**config.mk**
```make
export PLATFORM = sky130hd
export DESIGN_NAME = jtag_tap_responder
export DESIGN_NICKNAME = d
export VERILOG_FILES = /design/src/rtl/jtag_tap_responder.sv
export SDC_FILE = /design/constraint.sdc
export NUM_CORES = 1
export LEC_CHECK = 0
export ABC_AREA = 1
export ABC_CLOCK_PERIOD_IN_PS = 1600
export BUFFER_PORTS_ARGS = -buffer_cell sky130_fd_sc_hd__buf_2
export CAP_MARGIN = 20
export CORE_AREA = 4 4 95 97
export DETAILED_ROUTE_END_ITERATION = 8
export DIE_AREA = 0 0 99 101
export PLACE_DENSITY = 0.74
export SLEW_MARGIN = 20
export SYNTH_ARGS = -nofsm -noshare
export SYNTH_HDL_FRONTEND = slang
export SYNTH_SLANG_ARGS = --single-unit
```
**constraint.sdc**
```tcl
create_clock -name clk_in -period 1.6 [get_ports clk_in]
set_input_delay 0.16 -clock clk_in [delete_from_list [all_inputs] [get_ports clk_in]]
set_output_delay 0.16 -clock clk_in [all_outputs]
set_load 0.03 [all_outputs]
```
**src/rtl/jtag_tap_responder.sv**
```systemverilog
// JTAG TAP responder running in the clk_in domain (oversampled tck/tms/tdi/trst) with IDCODE,
// BYPASS and a 32-bit USERDATA register. Define JTAG_TAP_STATE_OUT_EN to expose tap_state_o.
module jtag_tap_responder #(
  parameter logic [31:0]         IDCODE_VALUE   = 32'h10C0_0001,
  parameter int unsigned         IR_WIDTH       = 5,
  parameter logic [IR_WIDTH-1:0] INSTR_IDCODE   = IR_WIDTH'(5'h01),
  parameter logic [IR_WIDTH-1:0] INSTR_USERDATA = IR_WIDTH'(5'h10),
  parameter logic [IR_WIDTH-1:0] INSTR_BYPASS   = IR_WIDTH'(5'h1F)
) (
  input  logic        clk_in,
  input  logic        reset,
  input  logic        jtag_tck,
  input  logic        jtag_tms,
  input  logic        jtag_tdi,
  input  logic        jtag_trst,
  output logic        jtag_tdo,
  output logic        jtag_tdo_oe,
`ifdef JTAG_TAP_STATE_OUT_EN
  output logic [3:0]  tap_state_o,
`endif
  input  logic [31:0] user_data_i,
  output logic [31:0] user_data_o,
  output logic        user_data_valid_o
);

  typedef enum logic [3:0] {
    TLR    = 4'h0, RTI    = 4'h1, SEL_DR = 4'h2, CAP_DR = 4'h3,
    SH_DR  = 4'h4, EX1_DR = 4'h5, PA_DR  = 4'h6, EX2_DR = 4'h7,
    UPD_DR = 4'h8, SEL_IR = 4'h9, CAP_IR = 4'hA, SH_IR  = 4'hB,
    EX1_IR = 4'hC, PA_IR  = 4'hD, EX2_IR = 4'hE, UPD_IR = 4'hF
  } tap_state_e;

  localparam logic [IR_WIDTH-1:0] IR_CAPTURE = IR_WIDTH'(5'b00101);

  logic [1:0]          tck_sync_q;
  logic                tck_prev_q;
  logic [1:0]          tms_sync_q;
  logic [1:0]          tdi_sync_q;
  logic [1:0]          trst_sync_q;
  logic                tck_rise_s;
  logic                tck_fall_s;
  logic                tms_s;
  logic                tdi_s;
  logic                trst_n_s;

  tap_state_e          state_q, state_d;
  logic [IR_WIDTH-1:0] ir_q, ir_d;
  logic [IR_WIDTH-1:0] ir_shift_q, ir_shift_d;
  logic [31:0]         dr_shift_q, dr_shift_d;
  logic                bypass_q, bypass_d;
  logic                tdo_q, tdo_d;
  logic                tdo_oe_q, tdo_oe_d;
  logic [31:0]         user_data_q, user_data_d;
  logic                valid_q, valid_d;
  logic                sel_idcode_s;
  logic                sel_user_s;

  // Two-flop synchronisers for all JTAG pins plus a third tck flop for edge detection.
  always_ff @(posedge clk_in or negedge reset) begin
    if (!reset) begin
      tck_sync_q  <= 2'b00;
      tck_prev_q  <= 1'b0;
      tms_sync_q  <= 2'b00;
      tdi_sync_q  <= 2'b00;
      trst_sync_q <= 2'b00;
    end else begin
      tck_sync_q  <= {tck_sync_q[0], jtag_tck};
      tck_prev_q  <= tck_sync_q[1];
      tms_sync_q  <= {tms_sync_q[0], jtag_tms};
      tdi_sync_q  <= {tdi_sync_q[0], jtag_tdi};
      trst_sync_q <= {trst_sync_q[0], jtag_trst};
    end
  end

  assign tck_rise_s   = tck_sync_q[1] & ~tck_prev_q;
  assign tck_fall_s   = ~tck_sync_q[1] & tck_prev_q;
  assign tms_s        = tms_sync_q[1];
  assign tdi_s        = tdi_sync_q[1];
  assign trst_n_s     = trst_sync_q[1];
  assign sel_idcode_s = (ir_q == INSTR_IDCODE);
  assign sel_user_s   = (ir_q == INSTR_USERDATA);

  // TAP state transitions plus per-state register actions; tms/tdi are aligned with the tck edge.
  always_comb begin
    state_d     = state_q;
    ir_d        = ir_q;
    ir_shift_d  = ir_shift_q;
    dr_shift_d  = dr_shift_q;
    bypass_d    = bypass_q;
    tdo_d       = tdo_q;
    tdo_oe_d    = tdo_oe_q;
    user_data_d = user_data_q;
    valid_d     = 1'b0;

    if (!trst_n_s) begin
      state_d    = TLR;
      ir_d       = INSTR_IDCODE;
      ir_shift_d = '0;
      dr_shift_d = '0;
      bypass_d   = 1'b0;
      tdo_oe_d   = 1'b0;
    end else if (tck_rise_s) begin
      case (state_q)
        TLR:     state_d = tms_s ? TLR    : RTI;
        RTI:     state_d = tms_s ? SEL_DR : RTI;
        SEL_DR:  state_d = tms_s ? SEL_IR : CAP_DR;
        CAP_DR:  state_d = tms_s ? EX1_DR : SH_DR;
        SH_DR:   state_d = tms_s ? EX1_DR : SH_DR;
        EX1_DR:  state_d = tms_s ? UPD_DR : PA_DR;
        PA_DR:   state_d = tms_s ? EX2_DR : PA_DR;
        EX2_DR:  state_d = tms_s ? UPD_DR : SH_DR;
        UPD_DR:  state_d = tms_s ? SEL_DR : RTI;
        SEL_IR:  state_d = tms_s ? TLR    : CAP_IR;
        CAP_IR:  state_d = tms_s ? EX1_IR : SH_IR;
        SH_IR:   state_d = tms_s ? EX1_IR : SH_IR;
        EX1_IR:  state_d = tms_s ? UPD_IR : PA_IR;
        PA_IR:   state_d = tms_s ? EX2_IR : PA_IR;
        EX2_IR:  state_d = tms_s ? UPD_IR : SH_IR;
        UPD_IR:  state_d = tms_s ? SEL_DR : RTI;
        default: state_d = TLR;
      endcase

      case (state_q)
        CAP_IR: ir_shift_d = IR_CAPTURE;
        SH_IR:  ir_shift_d = {tdi_s, ir_shift_q[IR_WIDTH-1:1]};
        UPD_IR: ir_d       = ir_shift_q;
        CAP_DR: begin
          if (sel_idcode_s) begin
            dr_shift_d = IDCODE_VALUE;
          end else if (sel_user_s) begin
            dr_shift_d = user_data_i;
          end else begin
            bypass_d = 1'b0;
          end
        end
        SH_DR: begin
          if (sel_idcode_s || sel_user_s) begin
            dr_shift_d = {tdi_s, dr_shift_q[31:1]};
          end else begin
            bypass_d = tdi_s;
          end
        end
        UPD_DR: begin
          if (sel_user_s) begin
            user_data_d = dr_shift_q;
            valid_d     = 1'b1;
          end else begin
            user_data_d = user_data_q;
          end
        end
        default: ir_shift_d = ir_shift_q;
      endcase

      // Any path into Test-Logic-Reset reselects IDCODE.
      ir_d = (state_d == TLR) ? INSTR_IDCODE : ir_d;
    end else if (tck_fall_s) begin
      tdo_oe_d = (state_q == SH_IR) || (state_q == SH_DR);
      if (state_q == SH_IR) begin
        tdo_d = ir_shift_q[0];
      end else if (state_q == SH_DR) begin
        tdo_d = (sel_idcode_s || sel_user_s) ? dr_shift_q[0] : bypass_q;
      end else begin
        tdo_d = tdo_q;
      end
    end else begin
      state_d = state_q;
    end
  end

  // TAP state, instruction, shift and output registers.
  always_ff @(posedge clk_in or negedge reset) begin
    if (!reset) begin
      state_q     <= TLR;
      ir_q        <= INSTR_IDCODE;
      ir_shift_q  <= '0;
      dr_shift_q  <= 32'h0000_0000;
      bypass_q    <= 1'b0;
      tdo_q       <= 1'b0;
      tdo_oe_q    <= 1'b0;
      user_data_q <= 32'h0000_0000;
      valid_q     <= 1'b0;
    end else begin
      state_q     <= state_d;
      ir_q        <= ir_d;
      ir_shift_q  <= ir_shift_d;
      dr_shift_q  <= dr_shift_d;
      bypass_q    <= bypass_d;
      tdo_q       <= tdo_d;
      tdo_oe_q    <= tdo_oe_d;
      user_data_q <= user_data_d;
      valid_q     <= valid_d;
    end
  end

  assign jtag_tdo          = tdo_q;
  assign jtag_tdo_oe       = tdo_oe_q;
  assign user_data_o       = user_data_q;
  assign user_data_valid_o = valid_q;

`ifdef JTAG_TAP_STATE_OUT_EN
  assign tap_state_o = state_q;
`endif

endmodule

```
# Word level (Yosys, flattened, before mapping)

Cells that the tools add are included.
Widths: inputs -> output; s select.

Register bits: 91
Input port bits: 38
Word-level logic and storage cells: 108

Equal/unequal tests: 28
Muxes and demuxes: 46
Bitwise logic cells: 5
Reduce and logical (&&, ||, !) cells: 15

Operators by type and width:

| operator           | count |
|---|---|
| $mux 32            | 5 |
| $pmux 32 s2        | 1 |
| $pmux 4 s12        | 1 |
| $eq 4x4->1 const B | 8 |
| $mux 4             | 8 |
| $mux 5             | 6 |
| $mux 1             | 18 |
| $eq 4x3->1 const B | 4 |
| $ne 3x3->1 const B | 4 |
| $reduce_and 4->1   | 3 |
| $pmux 5 s2         | 1 |
| $ne 3x1->1 const B | 3 |
| $eq 4x2->1 const B | 2 |
| $logic_not 4->1    | 2 |
| $mux 2             | 3 |
| $mux 3             | 2 |
| $reduce_and 2->1   | 3 |
| $eq 5x1->1 const B | 1 |
| $eq 5x5->1 const B | 1 |
| $reduce_and 5->1   | 1 |
| $eq 4x1->1 const B | 1 |
| $ne 2x1->1 const B | 2 |
| $ne 4x4->1 const B | 1 |
| $reduce_or 2->1    | 2 |
| other kinds (7)    | 11 |

# Depth between registers and ports, before layout

Depth after elaboration: 9
Gate-level depth with buffers: 13
Gate-level depth less buffers: 12

# Worst setup path before layout

Ideal clock, no wire load.

Path type: reg2reg
Start: register state_q[0]
End: register ir_q[1]
Data arrival time: 1.436 ns
Data required time: 1.483 ns
Slack: 0.047 ns
Cell stages (with the launch flop): 14
Clock period less this slack: 1.553 ns
Cells stage by stage: dfrtp_1 > buf_6 > nand2_1 > inv_1 > nand2_1 > nand2_1 > nor2_1 > nand3_1 > nor2_2 > nand3_2 > nand2_2 > nand2_2 > nand2_1 > nand2_1

Cells in the longest elaborated chain, start to end: 9
Elaborated cells between the ends (all ways): 28
Those cells by class: eq/ne (16); mux (6); reduce/logical (6)

RTL lines:

| element                                                             | line | source |
|---|---|---|
| start: declaration                                                  | 46   | `tap_state_e state_q, state_d;` |
| start signal: assignment                                            | 183  | `state_q <= state_d;` |
| $eq 4x4->1 (tied with other cells)                                  | 103  | `case (state_q)` |
| $reduce_or 3->1 (no line) / $reduce_or 2->1 (equally long branches) | --   |  |
| $pmux 4 s12                                                         | 103  |  |
| $mux 4                                                              | 102  | `end else if (tck_rise_s) begin` |
| $mux 4                                                              | 95   | `if (!trst_n_s) begin` |
| $logic_not 4->1                                                     | 155  | `ir_d = (state_d == TLR) ? INSTR_IDCODE : ir_d;` |
| $mux 5                                                              | 155  |  |
| $mux 5                                                              | 102  |  |
| $mux 5                                                              | 95   |  |
| end signal: assignment                                              | 184  | `ir_q <= ir_d;` |
| end: declaration                                                    | 47   | `logic [IR_WIDTH-1:0] ir_q, ir_d;` |

Several ways; a longest one is shown, not always the timed one. The select of a mux whose other input is x is not followed.
A chain may end at the register's enable or synchronous reset.

# Worst setup path in the final report

Start: register state_q[3]
End: register ir_q[3]

The elaborated chain is that of the path after synthesis.

==> results.cfg <==
[power_and_ir_drop]
switchingPower_w = 0.001155
powerDensity_mw_per_mm2 = 813.8
power.total_w = 0.004228
swShare_pct = 27.31
internal_power_w = 0.003073
combPwrFrac_pct = 8.7
peakVddDrop_mv = 0.5073
pwr-share-clk_pct = 36.2
p_leak_nw = 2.553
seqPwrFrac_pct = 55.1

[cts]
clock_latency_ns = 0.37
cts-root-buf = clkbuf_8
cts.path.max_buffers = 2
clkTransAtPathRegs_ns = 0.11
cts_sinks = 91
ctsHtreeMaxLevel = 3
cts_tree = done
numCtsBuffers = 9

[critical_path]
cp_slowest_cell = dfrtp_2
rr_worst_depth = 11
slowest_delay_ns = 0.48
worstPathRequired_ns = 1.86
cp_max_fo = 5
timing.rr.start = state_q[3]$_DFFE_PN0P_
timing.critical_path.mode_cell = nand2_2
endpoint_kind = register
critPathArrivalTime_ns = 1.96
rrSetupSlack_ns = -0.1
reg2reg_to = ir_q[3]$_DFFE_PN0P_
cp_cell_sequence = inv_2 -> nor2_4 -> nand2_2 -> nand2_1 -> nand3b_1 -> nor2_2 -> nand3_2 -> nand2_2 -> nand2_4 -> nand2_2 -> nand2_1
worstSetupPathType = register to register
startpoint_type = register

[place]
placedCellCount = 640
hpwl_mm = 6.387
postPlaceCellArea_sq_mm = 0.004653
gp_congestion = 0.8222
port_buffers = 72

[outcome]
violations = negative setup slack
status = complete, but fails checks

[floorplan]
num_rows = 33
die_x_um = 99
dieArea_sq_mm = 0.009999
fp.dieH_um = 101
num_io_pins = 73
coreArea_sq_mm = 0.008134
initial_core_util_pct = 49.13

[yosys]
ys_seq_area_share_pct = 57.01
synth_ff_type = dfrtp_1
syn-num-nets = 497
synth_area_per_cell_sq_um = 8.707
synth_cells = 459
syn_area_sq_mm = 0.003996
yosysWarnings = 0
ys_ff_latch = 91
yosysTopAreaCellShare_pct = 56.36
synth_area_leaders = dfrtp_1 (56%), nand2_1 (8.2%), o22ai_1 (5.3%)
yosys.area.top_type = dfrtp_1
synth.distinct_cells = 24
synthArstFlopShare_pct = 100.0
synth-edff-count = 0

[job]
drv_cap = 0

[global_route]
grt_max_degree = 65
grtUsageTotal_pct = 20.19
grt_antenna_before_repair = 0
grt_first_pass_wirelength_mm = 16.35
grt_pass1_vias = 3469
grt-ovfl-total = 0

[sta]
skew_ns = 0.01592
setup_slack_ns = -0.09933
hold_slack_ns = 0.1064
post-route-period-util_pct = 106.2
fin_crit_ns = 1.699
worstMarginPinSlew_ns = 0.4352
slew-limit-headroom_pct = 70.99
hold_viol = 0
rsz0062_at_grt = true
fmax_ghz = 0.5885
finalSetupViolations = 42
drv_slew = 0

[layout]
antenna_cells = 0
stdcell_count = 675
area.growth.synth_to_final_pct = 29.99
finish.utilization_pct = 63.87
n_fill_cell = 648
finalInstanceArea_sq_mm = 0.005195
drive_gt1_share_pct = 31.58
final_nets = 603

[route]
drc = 0
wl_per_cell_um = 14.89
first_pass_iters = 5
post_drt_via_cell_ratio = 5.293
detail-route-antenna-nets = 0
vias = 3573
wl_mm = 10.05
drtIter0Drc = 205

[min_path]
hold_depth = 3
holdCritPathClass = primary input to register
worstHoldStart = user_data_i[19]
min_to = dr_shift_q[19]$_DFFE_PN0P_
-- cells in the mapped netlist (5+ instances only) --
| cell | number |
|---|---|
| dfrtp_1 | 90 |
| nand2_1 | 87 |
| inv_1 | 50 |
| nor2_1 | 49 |
| o22ai_1 | 34 |
| o21ai_1 | 33 |
| a31oi_1 | 28 |
| nand3_1 | 16 |
| o21ai_0 | 14 |
| buf_2 | 12 |
| clkbuf_1 | 9 |
| nand4_1 | 8 |
| inv_2 | 7 |
| nand3b_1 | 5 |
| nor2_2 | 5 |
-- power groups by stage --
stage	Clock, W	Combinational [W]	Sequential (W)
floorplan	0	0.000161	0.00237
global placement	0	0.000320	0.00237
detailed placement	0	0.000325	0.00238
CTS	0.00157	0.000345	0.00233
global route	0.00167	0.000412	0.00233
finish	0.00153	0.000368	0.00233
-- worst max path at each step --
stage,startpoint,to,slack [ns],depth (start not counted)
4_1_cts,state_q[3]$_DFFE_PN0P_,dr_shift_q[24]$_DFFE_PN0P_,-0.05,8
3_5_place_dp,state_q[2]$_DFFE_PN0P_,ir_q[3]$_DFFE_PN0P_,-0.14,11
3_3_place_gp,state_q[2]$_DFFE_PN0P_,ir_q[2]$_DFFE_PN0P_,-0.12,11
6_report,state_q[3]$_DFFE_PN0P_,ir_q[3]$_DFFE_PN0P_,-0.1,11
2_1_floorplan,state_q[0]$_DFFE_PN0P_,ir_q[1]$_DFFE_PN0P_,0.05,13
5_1_grt,state_q[3]$_DFFE_PN0P_,ir_q[2]$_DFFE_PN0P_,-0.24,11
-- metal layers --
layer  part of all wire, %  vias up  track usage (%)
li1                      -     1743                -
met3                   6.5       17            4.498
met4                   1.7        0            7.563
met1                    44     1686            28.46
met5                     0        -                0
met2                    47      127            30.68
-- state kept, by name (all words and copies together) (netlist names), 2 cells and up --
signal / count
state_q: 4
user_data_o: 32
tms_sync_q: 2
ir_q: 5
tdi_sync_q: 2
trst_sync_q: 2
ir_shift_q: 5
dr_shift_q: 32
tck_sync_q: 2
-- final cells by class --
| class | instances | area [sq um] | area share [%] |
|---|---|---|---|
| tap | 105 | 131.4 | 2.529 |
| clock buffer | 9 | 123.9 | 2.384 |
| sequential | 91 | 2283 | 43.95 |
| inverter | 57 | 214.0 | 4.118 |
| clock inverter | 7 | 66.31 | 1.276 |
| timing repair buffer | 120 | 865.8 | 16.67 |
| multi-input combinational | 286 | 1510 | 29.07 |
-- logic make-up after synthesis --
family	synth area share (%)
AO/OA/AOI/OAI	16.06
buffers and inverters	8.360
flip-flops	57.01
AND/OR/NAND/NOR	18.57
-- timing repair --
action                                 CTS  global route
hold buffers                             5             0
gates resized for setup                 14            31
cloned                                   0             3
pin swaps                                6            17
buffers inserted                         8             3
endpoints found under the hold margin   33             0
setup endpoints to repair               50            78
-- through the flow --
stage / setup WS [ns] / setup TNS, ns
4_1_cts: -0.05260 / -1.566
3_5_place_dp: -0.1437 / -1.756
6_report: -0.09933 / -1.365
5_1_grt: -0.2380 / -8.119
2_1_floorplan: 0.04678 / 0
3_3_place_gp: -0.1160 / -1.889
-- cells in the final DEF, fill, tap and decap left out --
cell type and n:
nand4_1 8, buf_2 71, clkinv_4 1, o21ai_1 34
buf_6 2, buf_16 1, dlygate4sd3_1 5, a31oi_1 28
nand3b_1 5, nor3_2 1, buf_4 34, dfstp_2 1
inv_2 9, o32ai_2 1, nand3_1 12, nand3_2 5
nor2_1 41, inv_1 48, a21oi_1 2, o21ai_0 12
dfrtp_2 4, clkinvlp_4 2, inv_8 3, inv_6 1
clkbuf_8 9, o21ai_2 1, clkbuf_16 3, o22ai_1 34
nand2_1 75, buf_12 4, nand2_4 3, nor2_4 6
dfrtp_1 86, nor2_2 7, nand2_2 11
-- critical path: cells and delay by family, from the launching register on --
family / cells / cell delay (ns)
buffers and inverters: 1 / 0.10
DFF: 1 / 0.48
and+or+nand+nor: 10 / 1.02
Power figures use the tool's default switching activity.
